[src/rtl/cp0_unit.sv]
// Coprocessor 0: SR/Cause/EPC/PrID storage, M-stage interrupt/exception
// evaluation and the combinational IntReq pipeline flush request.
module cp0_unit #(
    parameter logic [31:0] PRID = 32'h2021_0B0A
) (
    input  logic        clk,
    input  logic        reset,
    input  logic [4:0]  A1,
    input  logic [4:0]  A2,
    input  logic [31:0] DIn,
    input  logic        WE,
    input  logic [31:0] M_PC_i,
    input  logic        M_BD_i,
    input  logic [4:0]  ExcCode_i,
    input  logic [5:0]  HWInt,
    input  logic        EXLClr,
    output logic        IntReq,
    output logic [31:0] EPC_o,
    output logic [31:0] DOut
);

    logic [5:0]  im_q, im_d, ip_q, ip_d;
    logic        exl_q, exl_d, ie_q, ie_d, bd_q, bd_d;
    logic [4:0]  exc_q, exc_d;
    logic [31:0] epc_q, epc_d;
    logic [31:0] epc_tgt;
    logic        int_req, exc_req;

    // Interrupts look at live HWInt so the flush happens in the same cycle.
    assign int_req = (|(HWInt & im_q)) & ie_q & ~exl_q;
    assign exc_req = (ExcCode_i != 5'd0) & ~exl_q;
    assign IntReq  = int_req | exc_req;
    assign EPC_o   = epc_q;
    assign epc_tgt = M_BD_i ? (M_PC_i - 32'd4) : M_PC_i;

    always_comb begin
        im_d  = im_q;
        exl_d = exl_q;
        ie_d  = ie_q;
        bd_d  = bd_q;
        exc_d = exc_q;
        epc_d = epc_q;
        ip_d  = HWInt;
        if (IntReq) begin
            // Event entry overrides both eret and any mtc0 in the same cycle.
            exl_d = 1'b1;
            bd_d  = M_BD_i;
            exc_d = int_req ? 5'd0 : ExcCode_i;
            epc_d = {epc_tgt[31:2], 2'b00};
        end else begin
            if (EXLClr) exl_d = 1'b0;
            if (WE) begin
                case (A2)
                    5'd12: begin
                        im_d  = DIn[15:10];
                        exl_d = DIn[1];
                        ie_d  = DIn[0];
                    end
                    5'd14:   epc_d = {DIn[31:2], 2'b00};
                    default: ;
                endcase
            end
        end
    end

    always_ff @(posedge clk or posedge reset) begin
        if (reset) begin
            im_q  <= '0;
            exl_q <= 1'b0;
            ie_q  <= 1'b0;
            bd_q  <= 1'b0;
            ip_q  <= '0;
            exc_q <= '0;
            epc_q <= '0;
        end else begin
            im_q  <= im_d;
            exl_q <= exl_d;
            ie_q  <= ie_d;
            bd_q  <= bd_d;
            ip_q  <= ip_d;
            exc_q <= exc_d;
            epc_q <= epc_d;
        end
    end

    always_comb begin
        DOut = '0;
        case (A1)
            5'd12:   DOut = {16'd0, im_q, 8'd0, exl_q, ie_q};
            5'd13:   DOut = {bd_q, 15'd0, ip_q, 3'd0, exc_q, 2'd0};
            5'd14:   DOut = epc_q;
            5'd15:   DOut = PRID;
            default: DOut = '0;
        endcase
    end

endmodule

[config.mk]
export PLATFORM = sky130hd
export DESIGN_NAME = cp0_unit
export DESIGN_NICKNAME = d
export VERILOG_FILES = /design/src/rtl/cp0_unit.sv
export SDC_FILE = /design/constraint.sdc
export NUM_CORES = 1
export LEC_CHECK = 0
export ABC_CLOCK_PERIOD_IN_PS = 2900
export CAP_MARGIN = 20
export CORE_MARGIN = 2
export CORE_UTILIZATION = 45
export DETAILED_ROUTE_END_ITERATION = 10
export PLACE_DENSITY_LB_ADDON = 0.05
export REMOVE_ABC_BUFFERS = 1
export SETUP_SLACK_MARGIN = 0.4
export SYNTH_ARGS = -nofsm -noshare
export SYNTH_HDL_FRONTEND = slang
export SYNTH_SLANG_ARGS = --single-unit
[constraint.sdc]
create_clock -name clk -period 2.9 [get_ports clk]
set_input_delay 0.29 -clock clk [delete_from_list [all_inputs] [get_ports clk]]
set_output_delay 0.29 -clock clk [all_outputs]
set_load 0.02 [all_outputs]
After elaboration in Yosys (flattened, before gate mapping)
Index checks and enable logic that the tools add are counted.
- word-level logic and storage cells: 37
- bits of input ports: 90
- register bits: 52
- reduce and logical (&&, ||, !) cells: 6
- bitwise logic cells: 7
- multiplexer cells: 10
- $add $sub $neg: 1
- equality and inequality tests: 6
- operator list (cell ; number):
    two-way mux 32 bit ; 4
    case mux 32 bit (4 select lines) ; 1
    subtractor 32 x 3 -> 32 bit (second input constant) ; 1
    equality test 5 x 4 -> 1 bit (second input constant) ; 6
    AND 6 bit ; 1
    OR reduction 6 bit ; 1
    two-way mux 5 bit ; 1
    nonzero test 5 bit ; 1
    two-way mux 1 bit ; 4
    nonzero test 2 bit ; 2
    AND 1 bit ; 3
    AND reduction 3 bit ; 1
    inverter 1 bit ; 2
    AND reduction 2 bit ; 1
    OR 1 bit ; 1

Longest topological paths before layout
- depth in word-level cells: 7
- depth in mapped cells: 8
- mapped depth without buffers: 7

Worst setup path after synthesis
OpenSTA, ideal clock, no wires.
- path type: reg-to-reg
- from: reg im_q[3]
- to: reg epc_q[10] (netlist: EPC_o[10])
- arrival: 1.658 ns
- cell stages (with the launch flop): 9
- setup slack: 1.110 ns
- library setup time: 0.131 ns
- path buffers: 2
- data required time: 2.769 ns
- cells stage by stage: dfrtp_1 > a22o_1 > o31ai_4 > a31o_1 > buf_4 > inv_6 > buf_2 > a211oi_1 > a21oi_1
- cells in the longest elaborated chain, start to end: 7
- elaborated cells between the ends (all ways): 9
- those cells by class: mux: 1; bitwise: 4; reduce/logical: 4
- RTL lines (element ; line ; RTL):
    start, declared ; 22 ; logic [5:0] im_q, im_d, ip_q, ip_d;
    start signal, assigned ; 76 ; im_q <= im_d;
    AND 6 bit (*) ; 30 ; assign int_req = (|(HWInt & im_q)) & ie_q & ~exl_q;
    OR reduction 6 bit (*) ; 30 ;
    AND 1 bit (*) (2 in series) ; 30 ;
    OR 1 bit (*) ; 32 ; assign IntReq = int_req | exc_req;
    nonzero test 2 bit (no line) ; -- ;
    AND reduction 2 bit (no line) ; -- ;
    end signal, assigned ; 82 ; epc_q <= epc_d;
    end, declared ; 25 ; logic [31:0] epc_q, epc_d;
Mark *: on every way between the ends. The rest lies on a longest branch, timed or not.
A chain may end at the register's enable or synchronous reset.

Final worst setup path
- from: in A1[0]
- to: out DOut[1]
- cells in the longest elaborated chain, start to end: 2
- elaborated cells between the ends (all ways): 5
- those cells by class: eq/ne: 4; mux: 1
- RTL lines (element ; line ; RTL):
    start, declared ; 8 ; input logic [4:0] A1,
    equality test 5 x 4 -> 1 bit ; 88 ; case (A1)
    case mux 32 bit (4 select lines) (*) ; 88 ;
    end, declared ; 19 ; output logic [31:0] DOut
Marks and branches as above.

==> results.json <==
{
  "status": "completed",
  "layout_commonest_cell": "clkdlybuf4s50_1",
  "syn_avg_cell_area_um2": 9.17,
  "gr-usage-met2": 0.399,
  "required_ns": 2.61,
  "wirelength_mm": 9.28,
  "clkTransAtPathRegs_ns": 0.10,
  "final_nets": 602,
  "vias": 3161,
  "yosysWarnings": 0,
  "crit_buf_inv": 3,
  "synth_area_leaders": "dfrtp_1, xnor2_1, a211oi_1, nor2b_1, a21oi_1",
  "grt_max_degree": 62,
  "synthCells": 358,
  "finalSetupViolCount": 0,
  "synth_edf_count": 0,
  "areaGrowthSynthToFinish_pct": 53.9,
  "final_cell_mix": "clkdlybuf4s50_1, dfrtp_1, nor2_1, nand2_1, a21oi_1",
  "drt_iter0_markers": 103,
  "dieArea_um2": 7990,
  "vdd.ir_drop.worst_uv": 369,
  "drv_cap": 0,
  "dpl.hpwl_mm": 7.12,
  "synth_area_um2": 3280,
  "async_reset_ff_frac": 1.00,
  "yosys.area_share.simple": 0.279,
  "cts_tree": "yes",
  "grt.met1_usage": 0.303,
  "synth_top_family_by_area": "simple AND/OR/NAND/NOR gates",
  "die_y_um": 89.4,
  "finClkSkew_ns": 0.00758,
  "synth_top_cell_area_share": 0.381,
  "muxShareOfSynthArea": 0.0637,
  "synth.largest_area_cell": "dfrtp_1",
  "antenna_found_initial": 0,
  "grtUsageMet3": 0.0508,
  "period_share": 0.813,
  "clockBufferDepth": 2,
  "min_path_type": "input pin to async pin",
  "slowest_stage": "clkdlybuf4s50_1",
  "ys_ff_latch": 50,
  "clock_latency_ns": 0.31,
  "synth_xor_area_frac": 0.0747,
  "rsz0062_at_grt": "false",
  "dp_cells": 600,
  "gr-total-overflow": 0,
  "gr-max-usage-layer": "met2",
  "power_density_nw_per_um2": 667,
  "synth_compound_area_frac": 0.150,
  "port_buffers": 150,
  "htreeDepth": 2,
  "drive_gt1_frac": 0.107,
  "min_period_ns": 2.36,
  "yosysSeqAreaShare": 0.381,
  "wl_per_cell_um": 15.2,
  "cts_made_buffers": 5,
  "maxSlewViolCount": 0,
  "gp_congestion": 0.794,
  "path_max_fanout": 7,
  "synthAdderAreaFrac": 0.00381,
  "hold_viol_final": 0,
  "max_stage_delay_ns": 0.61,
  "synth_top_flop_cell": "dfrtp_1",
  "die_x_um": 89.4,
  "synthDistinctLibCells": 49,
  "rows": 31,
  "clkSinkCount": 50,
  "clock-root-buffer": "clkbuf_8",
  "dr.pass1.iters": 4,
  "cp.arrival_ns": 2.07,
  "cp_cell_sequence": "clkdlybuf4s50_1, buf_4, or3_1, a21oi_1, clkdlybuf4s50_1",
  "fin_cells": 611,
  "critPathKind": "input pin to output port",
  "fmax_ghz": 0.424,
  "grt_pass1_vias": 3053,
  "grt_first_pass_wirelength_mm": 14.5,
  "p_leak_nw": 2.13,
  "cpMostUsedCell": "clkdlybuf4s50_1",
  "drc": 0,
  "start_util": 0.457,
  "diodes": 0,
  "tns_ns": 0,
  "cp-start-kind": "input pin",
  "path_delay_family": "buffers and inverters",
  "top_level_ports": 155,
  "cp-end-kind": "output port",
  "grt_usage": 0.232,
  "ant_nets": 0,
  "vias_per_cell": 5.17,
  "relSlewSlack": 0.564,
  "coreArea_um2": 7180,
  "worst_pin_slew_ns": 0.649
}
routing by layer:
metal	up-vias	part of all wire
met5	-	0
met4	0	0.0092
met3	7	0.057
met2	95	0.50
met1	1498	0.44
li1	1561	-
final cells by class:
type | instances | area, µm²
Multi-Input combinational cell | 281 | 1890
Clock inverter | 2 | 16.3
Tap cell | 99 | 124
Sequential cell | 50 | 1250
Timing Repair Buffer | 167 | 1660
Inverter | 6 | 27.5
Clock buffer | 6 | 82.6
Fill cell | 582 | 2120
state kept, by name, indices dropped and copies added (netlist names):
register	count
EPC_o	30
im_q	6
ip_q	6
exc_q	5
bd_q	1
exl_q	1
ie_q	1
worst reg2reg max path: stages, from the launching register on:
cell	delay (ns)
dfrtp_1	0.40
a22o_1	0.26
o31ai_4	0.30
a31o_1	0.27
inv_6	0.05
buf_4	0.30
a211oi_1	0.30
a21oi_1	0.07
synth_stat cells (6+ instances only):
master / instances
dfrtp_1: 50
nor2_1: 35
nand2_1: 30
a21oi_1: 28
nor2b_1: 26
a211oi_1: 23
xnor2_1: 22
and2_1: 14
mux2i_1: 13
nor3_1: 12
clkbuf_1: 10
o21ai_0: 9
nor4_2: 8
mux2_2: 7
nand3_1: 7
xor2_1: 6
cells by family after synthesis:
kind of cell,after synthesis
and+or+nand+nor,155
AOI/OAI and AO/OA,75
adders and majority gates,1
other,1
buffers and inverters,28
muxes,20
DFF,50
xor gates and xnor gates,28
through the flow:
step	util	instance area, µm²	setup WS [ns]	hold WS (ns)	power, mW
CTS	0.698	5010	0.415	0.279	3.38
finish	0.704	5050	0.541	0.273	3.37
detailed placement	0.682	4890	0.347	0.466	2.91
floorplan	-	3160	0.723	0.321	2.08
global placement	0.682	4890	0.363	0.453	2.88
global route	0.704	5050	0.424	0.292	3.60
report_power, final:
part	switching (mW)	internal, mW
Clock	0.251	0.197
Combinational	0.864	0.856
Sequential	0.215	0.984
worst paths after layout:
path / startpoint / endpoint / slack, ns / cells after the start
setup / recovery: A1[0] / DOut[1] / 0.54 / 5
hold / removal: reset / EPC_o[22] / 0.27 / 2
setup reg to reg: im_q[1] / EPC_o[26] / 0.81 / 7
hold reg to reg: exc_q[0] / exc_q[0] / 0.48 / 2
max in group asynchronous: reset / EPC_o[3] / 1.85 / 3
min in group clk: HWInt[4] / ip_q[4] / 0.44 / 1
what timing repair did:
item                                    in CTS  in global routing
resized for setup                            0                 14
hold buffers                                 0                  0
pin swaps                                    2                  1
buffers inserted                             2                  1
endpoints found under the setup margin       1                 14
(Power assumes the default switching activity.)
